===== src/rtl/result_buffer.sv =====
// result_buffer: small output-side FIFO for results from the calculate stage.
// A downstream consumer drains entries through a valid/ready handshake:
// a read happens on any rising edge where out_valid=1 and out_ready=1.
// A write happens on any rising edge where in_valid=1, provided there is room
// (or a read in the same cycle frees a slot). A write that finds the buffer
// full with no read is dropped. Each drop sets the sticky overflow flag and
// increments drop_count, which saturates at 255.
// Optional feature macro: RESULT_BUFFER_STATS_EN adds the max_result and
// result_sum statistics outputs.
module result_buffer #(
    parameter int DEPTH = 4,
    parameter int WIDTH = 5
) (
    input  logic                       clock,
    input  logic                       rst,
    input  logic [WIDTH-1:0]           in_data,
    input  logic                       in_valid,
    input  logic                       out_ready,
    output logic [WIDTH-1:0]           out_data,
    output logic                       out_valid,
    output logic [$clog2(DEPTH):0]     count,
    output logic                       full,
    output logic                       overflow,
    output logic [7:0]                 drop_count,
    input  logic                       clr_ovf
`ifdef RESULT_BUFFER_STATS_EN
    ,
    output logic [WIDTH-1:0]           max_result,
    output logic [WIDTH+7:0]           result_sum
`endif
);

    localparam int PW = $clog2(DEPTH);
    localparam int CW = $clog2(DEPTH) + 1;

    logic [WIDTH-1:0] mem_q [DEPTH];
    logic [PW-1:0]    wr_ptr_q, wr_ptr_d;
    logic [PW-1:0]    rd_ptr_q, rd_ptr_d;
    logic [CW-1:0]    count_q, count_d;
    logic             overflow_q, overflow_d;
    logic [7:0]       drop_count_q, drop_count_d;

    logic is_empty;
    logic is_full;
    logic do_read;
    logic do_write;
    logic do_drop;

    // Handshake qualification: a read frees a slot, so a full buffer can
    // still accept a write in the same cycle as a read.
    always_comb begin
        is_empty = (count_q == '0);
        is_full  = (count_q == CW'(DEPTH));
        do_read  = !is_empty && out_ready;
        do_write = in_valid && (!is_full || do_read);
        do_drop  = in_valid && is_full && !do_read;
    end

    // Next-state for pointers, occupancy and drop bookkeeping.
    always_comb begin
        wr_ptr_d     = wr_ptr_q;
        rd_ptr_d     = rd_ptr_q;
        count_d      = count_q;
        overflow_d   = overflow_q;
        drop_count_d = drop_count_q;

        if (do_write) wr_ptr_d = wr_ptr_q + 1'b1;
        if (do_read)  rd_ptr_d = rd_ptr_q + 1'b1;

        if (do_write && !do_read)      count_d = count_q + 1'b1;
        else if (do_read && !do_write) count_d = count_q - 1'b1;

        // A drop in the same cycle as a clear wins: the clear happens first,
        // and then this drop is recorded as the first one.
        if (clr_ovf) begin
            overflow_d   = 1'b0;
            drop_count_d = 8'd0;
        end
        if (do_drop) begin
            overflow_d = 1'b1;
            if (clr_ovf)                      drop_count_d = 8'd1;
            else if (drop_count_q != 8'd255)  drop_count_d = drop_count_q + 8'd1;
        end
    end

    // Control state registers with asynchronous reset.
    always_ff @(posedge clock or posedge rst) begin
        if (rst) begin
            wr_ptr_q     <= '0;
            rd_ptr_q     <= '0;
            count_q      <= '0;
            overflow_q   <= 1'b0;
            drop_count_q <= 8'd0;
        end else begin
            wr_ptr_q     <= wr_ptr_d;
            rd_ptr_q     <= rd_ptr_d;
            count_q      <= count_d;
            overflow_q   <= overflow_d;
            drop_count_q <= drop_count_d;
        end
    end

    // Storage array. It is not reset because the count gates every read.
    always_ff @(posedge clock) begin
        if (do_write) mem_q[wr_ptr_q] <= in_data;
    end

    // Outputs are derived from registered state only. There is no fall-through.
    always_comb begin
        out_valid  = !is_empty;
        out_data   = is_empty ? '0 : mem_q[rd_ptr_q];
        count      = count_q;
        full       = is_full;
        overflow   = overflow_q;
        drop_count = drop_count_q;
    end

`ifdef RESULT_BUFFER_STATS_EN
    logic [WIDTH-1:0] max_q, max_d;
    logic [WIDTH+7:0] sum_q, sum_d;
    logic [WIDTH+8:0] sum_ext;

    // Statistics next-state. These update on accepted writes only;
    // the sum saturates at all-ones.
    always_comb begin
        max_d   = max_q;
        sum_d   = sum_q;
        sum_ext = {1'b0, sum_q} + (WIDTH+9)'(in_data);
        if (do_write) begin
            if (in_data > max_q) max_d = in_data;
            sum_d = sum_ext[WIDTH+8] ? '1 : sum_ext[WIDTH+7:0];
        end
    end

    // Statistics registers. clr_ovf deliberately leaves them alone.
    always_ff @(posedge clock or posedge rst) begin
        if (rst) begin
            max_q <= '0;
            sum_q <= '0;
        end else begin
            max_q <= max_d;
            sum_q <= sum_d;
        end
    end

    assign max_result = max_q;
    assign result_sum = sum_q;
`endif

endmodule


===== config.mk =====
export PLATFORM = sky130hd
export DESIGN_NAME = result_buffer
export DESIGN_NICKNAME = d
export VERILOG_FILES = /design/src/rtl/result_buffer.sv
export SDC_FILE = /design/constraint.sdc
export NUM_CORES = 1
export LEC_CHECK = 0
export CAP_MARGIN = 20
export CORE_ASPECT_RATIO = 1.5
export CORE_UTILIZATION = 50
export CTS_CLUSTER_SIZE = 30
export DETAILED_ROUTE_END_ITERATION = 8
export GPL_TIMING_DRIVEN = 0
export HOLD_SLACK_MARGIN = 0.15
export PLACE_DENSITY = 0.82
export SETUP_SLACK_MARGIN = 0.3
export SLEW_MARGIN = 0
export SYNTH_ARGS = -nofsm -noshare
export SYNTH_HDL_FRONTEND = slang
export SYNTH_SLANG_ARGS = --single-unit

===== constraint.sdc =====
create_clock -name clock -period 2.62 [get_ports clock]
set_clock_uncertainty 0.1 [all_clocks]
set_input_delay 0.655 -clock clock [delete_from_list [all_inputs] [get_ports clock]]
set_output_delay 0.655 -clock clock [all_outputs]
set_load 0.05 [all_outputs]

* Word level (Yosys, flattened, before mapping)
Memory sizes are Yosys's and may differ from the RTL's.
Index checks and enable logic that the tools add are counted.
Widths: inputs -> output; s select.
** Cells by class
- $add $sub $neg :: 5
- Equality and inequality tests :: 2
- Mux-type cells :: 11
- Reduce and logical (&&, ||, !) cells :: 14
** Operators with widths (count)
- $mux 8 :: 4
- $add 8x1->8 const B :: 1
- $ne 8x8->1 const B :: 1
- $logic_and 1x1->1 :: 6
- $mux 3 :: 2
- $mux 5 :: 1
- $add 2x1->2 const B :: 2
- $logic_not 1->1 :: 4
- $mux 1 :: 4
- $reduce_bool 2->1 :: 2
- $add 3x1->3 const B :: 1
- $eq 3x3->1 const B :: 1
- $logic_not 3->1 :: 1
- $sub 3x1->3 const B :: 1
- $logic_or 1x1->1 :: 1
** Word-level totals
- Flip-flop bits (word level) :: 16
- Memory bits (writable) :: 20
- Memories :: 1
** Memories
- mem_q :: depth 4, width 5, read ports 1, clocked after memory_dff 0, write ports 1, line 36 : logic [WIDTH-1:0] mem_q [DEPTH];

* Longest topological paths before layout
- Depth after elaboration :: 9
- Mapped depth :: 9

* Least setup slack after synthesis
No wires, ideal clock.
- Path kind :: flip-flop to flip-flop
- From :: register count_q[0], in the netlist count[0]
- To :: register count_q[1], in the netlist count[1]
- Arrival :: 2.620 ns
- Slack :: -0.224 ns
- Cell stages (with the launch flop) :: 8
- Path buffers :: 1
- Period minus slack after synthesis :: 2.844 ns
- Cells stage by stage :: dfrtp_1 or3_1 clkbuf_1 nand2_1 ha_1 inv_1 fa_1 mux2_2
** On the way
- Elaborated cells on any way between the ends :: 16
- Classes of those cells :: add/sub: 2; eq/ne: 1; mux: 2; reduce/logical: 11
** RTL lines
- start, declared :: line 39 : logic [CW-1:0] count_q, count_d;
- start signal, assigned :: line 97 : count_q <= count_d;
- $logic_not 3->1 * :: line 52 : is_empty = (count_q == '0);
- $logic_not 1->1 *
- via out_valid :: line 20 : output logic out_valid,
- $logic_and 1x1->1 * :: line 54 : do_read = !is_empty && out_ready;
- $logic_or 1x1->1 :: line 55 : do_write = in_valid && (!is_full || do_read);
- $logic_and 1x1->1 :: line 55
- $logic_and 1x1->1 * :: line 70 : if (do_write && !do_read) count_d = count_q + 1'b1;
- $mux 3 * :: line 70
- via count_d[1] :: line 39
Mark *: on every way through the listed nets, which the timed path passes. The rest lies on a longest branch. The select of a mux whose other input is x is not followed.
A chain may end at the register's enable or synchronous reset.

* Worst setup path in the final report
- From :: register rd_ptr_q[0]
- To :: output out_data[0]
** On the way
- Word-level cells in the longest chain between the ends :: 2
** Ends and longest elaborated chain
- start, declared :: line 38 : logic [PW-1:0] rd_ptr_q, rd_ptr_d;
- start signal, assigned :: line 96 : rd_ptr_q <= rd_ptr_d;
- $mem_v2 4x5
- $mux 5 :: line 111 : out_data = is_empty ? '0 : mem_q[rd_ptr_q];
- end, declared :: line 19 : output logic [WIDTH-1:0] out_data,
Every way passes these cells.

==> results.json <==
{
  "layout_commonest_cell": "edfxtp_1",
  "outcome": "finished, final reports clean",
  "ir_worst_vdd_v": 0.0007368,
  "cp.required_ps": 1870,
  "yosys_warnings": 0,
  "crit_family": "multiplexers",
  "clk_path_buf_depth": 2,
  "yosysTopAreaCell": "edfxtp_1",
  "yosysSeqAreaShare": 0.5797,
  "synth_area_leaders": "edfxtp_1, dfrtp_1, mux4_2",
  "syn_nets": 140,
  "syn_inst": 123,
  "vias": 1141,
  "crit_top_cell": "buf_6",
  "layout_common_cells": "edfxtp_1, dfrtp_1, clkdlybuf4s50_1",
  "timing.hold.ws_ps": 409.5,
  "first_pass_iters": 4,
  "worstMarginPinSlew_ps": 630.3,
  "p_leak_nw": 0.9476,
  "cp_slowest_stage_delay_ps": 520,
  "drive_gt1_frac": 0.3293,
  "die_area_um2": 3697,
  "crit_chain": "buf_6 > mux4_2 > and2_4 > buf_6",
  "power_mw": 2.458,
  "min_path_type": "reg2reg",
  "timing_worst_setup_path_type": "reg2out",
  "met1_usage": 0.2149,
  "path_depth": 4,
  "synth_top_area_frac": 0.3478,
  "period_share": 0.9035,
  "num_antenna_cells": 0,
  "slew_headroom": 0.5793,
  "finalCriticalPeriod_ps": 2367,
  "die_h_um": 73.97,
  "drc": 0,
  "r2r-end": "count[2]$_DFFE_PP0P_",
  "std_cell_rows": 25,
  "slew_viol_final": 0,
  "max_cap_viol_count": 0,
  "crit_start": "rd_ptr_q[0]$_DFFE_PP0P_",
  "clock.fmax_mhz": 422.4,
  "cts_tree": "done",
  "synthMuxAreaShare": 0.08623,
  "clk_pin_slew_ps": 70,
  "yosys.area_share.adder": 0.05507,
  "grt_pass1_vias": 1189,
  "final_nets": 183,
  "synth_compound_area_frac": 0.06522,
  "setup_viol": 0,
  "synth_area_um2": 1727,
  "cts.sinks": 36,
  "clk_latency_ps": 280,
  "viasPerCell": 5.512,
  "antenna_found_initial": 0,
  "fin_setup_tns_ps": 0,
  "drt_iter0_drc": 34,
  "synth-xor-area-share": 0.03043,
  "ioPinCount": 29,
  "critPathMaxFanout": 7,
  "synth_seq_cells": 36,
  "hold_viol_final": 0,
  "rrSetupSlack_ps": 300,
  "rr_startpoint": "count[0]$_DFFE_PP0P_",
  "slowest_stage": "mux4_2",
  "place_congestion": 0.7270,
  "synthSimpleGateAreaFrac": 0.1507,
  "die_w_um": 49.98,
  "power_density_nw_per_um2": 1080,
  "synth_top_family_by_area": "simple AND/OR/NAND/NOR gates",
  "routed_wl_um": 3413,
  "ant_nets": 0,
  "routedWlPerCell_um": 16.49,
  "final_core_util": 0.7064,
  "start_kind": "flop",
  "initial_core_util": 0.5359,
  "end_kind": "primary output",
  "ff2ff_path_depth": 10,
  "design_area_um2": 2276,
  "io_buffers": 28,
  "area_growth_syn_to_layout_pct": 31.81,
  "grt_util_met2": 0.3807,
  "core_um2": 3222,
  "rsz0062_at_grt": "true",
  "busiest_layer": "met2",
  "grt_usage": 0.2095,
  "cts.htree.levels": 2,
  "placedInstanceArea_um2": 2103,
  "ctsHoldBuffers": 0,
  "use_met3": 0.05317,
  "critical_path_buf_inv_count": 2,
  "ys_types": 44,
  "critPathCapture": "out_data[0]",
  "cts_buffers": 5,
  "grt_first_pass_wirelength_um": 5471,
  "grt_max_degree": 17,
  "synth_area_per_cell_um2": 14.04,
  "ctsRootBufferMaster": "clkbuf_8",
  "dpl.hpwl_um": 2439,
  "worst_ep_arrival_time_ps": 1610,
  "overflow": 0
}
## flip-flops by register name, summed over array words and instances (netlist names)
signal / flops
overflow: 1
drop_count: 8
count: 3
rd_ptr_q: 2
mem_q: 20
wr_ptr_q: 2
## cell families after synthesis
kind of cell	after synthesis
and+or+nand+nor	40
DFF	36
AOI/OAI and AO/OA	14
buffers and inverters	12
muxes	8
adders and majority gates	7
xor gates and xnor gates	6
## synthesized netlist by cell type (all sizes together)
cell and n:
and4 2, mux2 2, dlymetal6s2s 1, o311ai 1
o31ai 1, xnor2 4, a21oi 3, nor2b 2
a41oi 2, nor4bb 1, and4b 1, nand3 4
a211oi 2, and2b 1, clkbuf 3, dfrtp 16
nand4 2, fa 1, nor4b 1, mux2i 1
a311oi 2, nand2 6, inv 6, buf 2
or3 1, edfxtp 20, nor3 2, and2 10
o21ai 2, xor2 2, nor2 5, o21a 1
mux4 5, nor3b 1, and3 1, ha 6
## where the power goes
part	switching (mW)	total, mW	internal (mW)
clock	0.182	0.367	0.185
sequential	0.0861	0.826	0.740
combinational	0.698	1.27	0.567
## metal layers
metal	share of wire	vias to the layer above	wire, um
met4	0.022	0	75
li1	-	536	-
met3	0.034	5	117
met1	0.39	568	1331
met5	0	-	0
met2	0.55	32	1887
## worst min path at each step
stage	startpoint	end	slack, ps	cells after the start
2_1_floorplan	rst	drop_count[0]$_DFF_PP0_	470	1
3_3_place_gp	count[2]$_DFFE_PP0P_	count[2]$_DFFE_PP0P_	390	1
3_5_place_dp	count[2]$_DFFE_PP0P_	count[2]$_DFFE_PP0P_	400	1
4_1_cts	count[2]$_DFFE_PP0P_	count[2]$_DFFE_PP0P_	400	1
5_1_grt	count[2]$_DFFE_PP0P_	count[2]$_DFFE_PP0P_	420	1
6_report	count[2]$_DFFE_PP0P_	count[2]$_DFFE_PP0P_	410	1
## metrics by stage
stage / std cells / setup slack [ps]
floorplan: 123 / 152.4
global placement: 191 / -528.6
detailed placement: 191 / -592.5
CTS: 206 / 203.7
global route: 207 / 204.4
finish: 207 / 252.8
## layout make-up
cell class	count	area (um2)
Sequential cell	36	1007
Fill cell	237	945.9
Multi-Input combinational cell	75	714.4
Timing Repair Buffer	36	339.1
Clock buffer	7	76.32
Buffer	6	62.56
Tap cell	40	50.05
Inverter	6	22.52
Clock inverter	1	3.754
## repair_timing
action,in CTS,in global routing
pin swaps,5,1
gates cloned,0,0
resized for setup,61,7
buffers inserted,7,1
endpoints found under the setup margin,35,10
(Power assumes the default switching activity.)
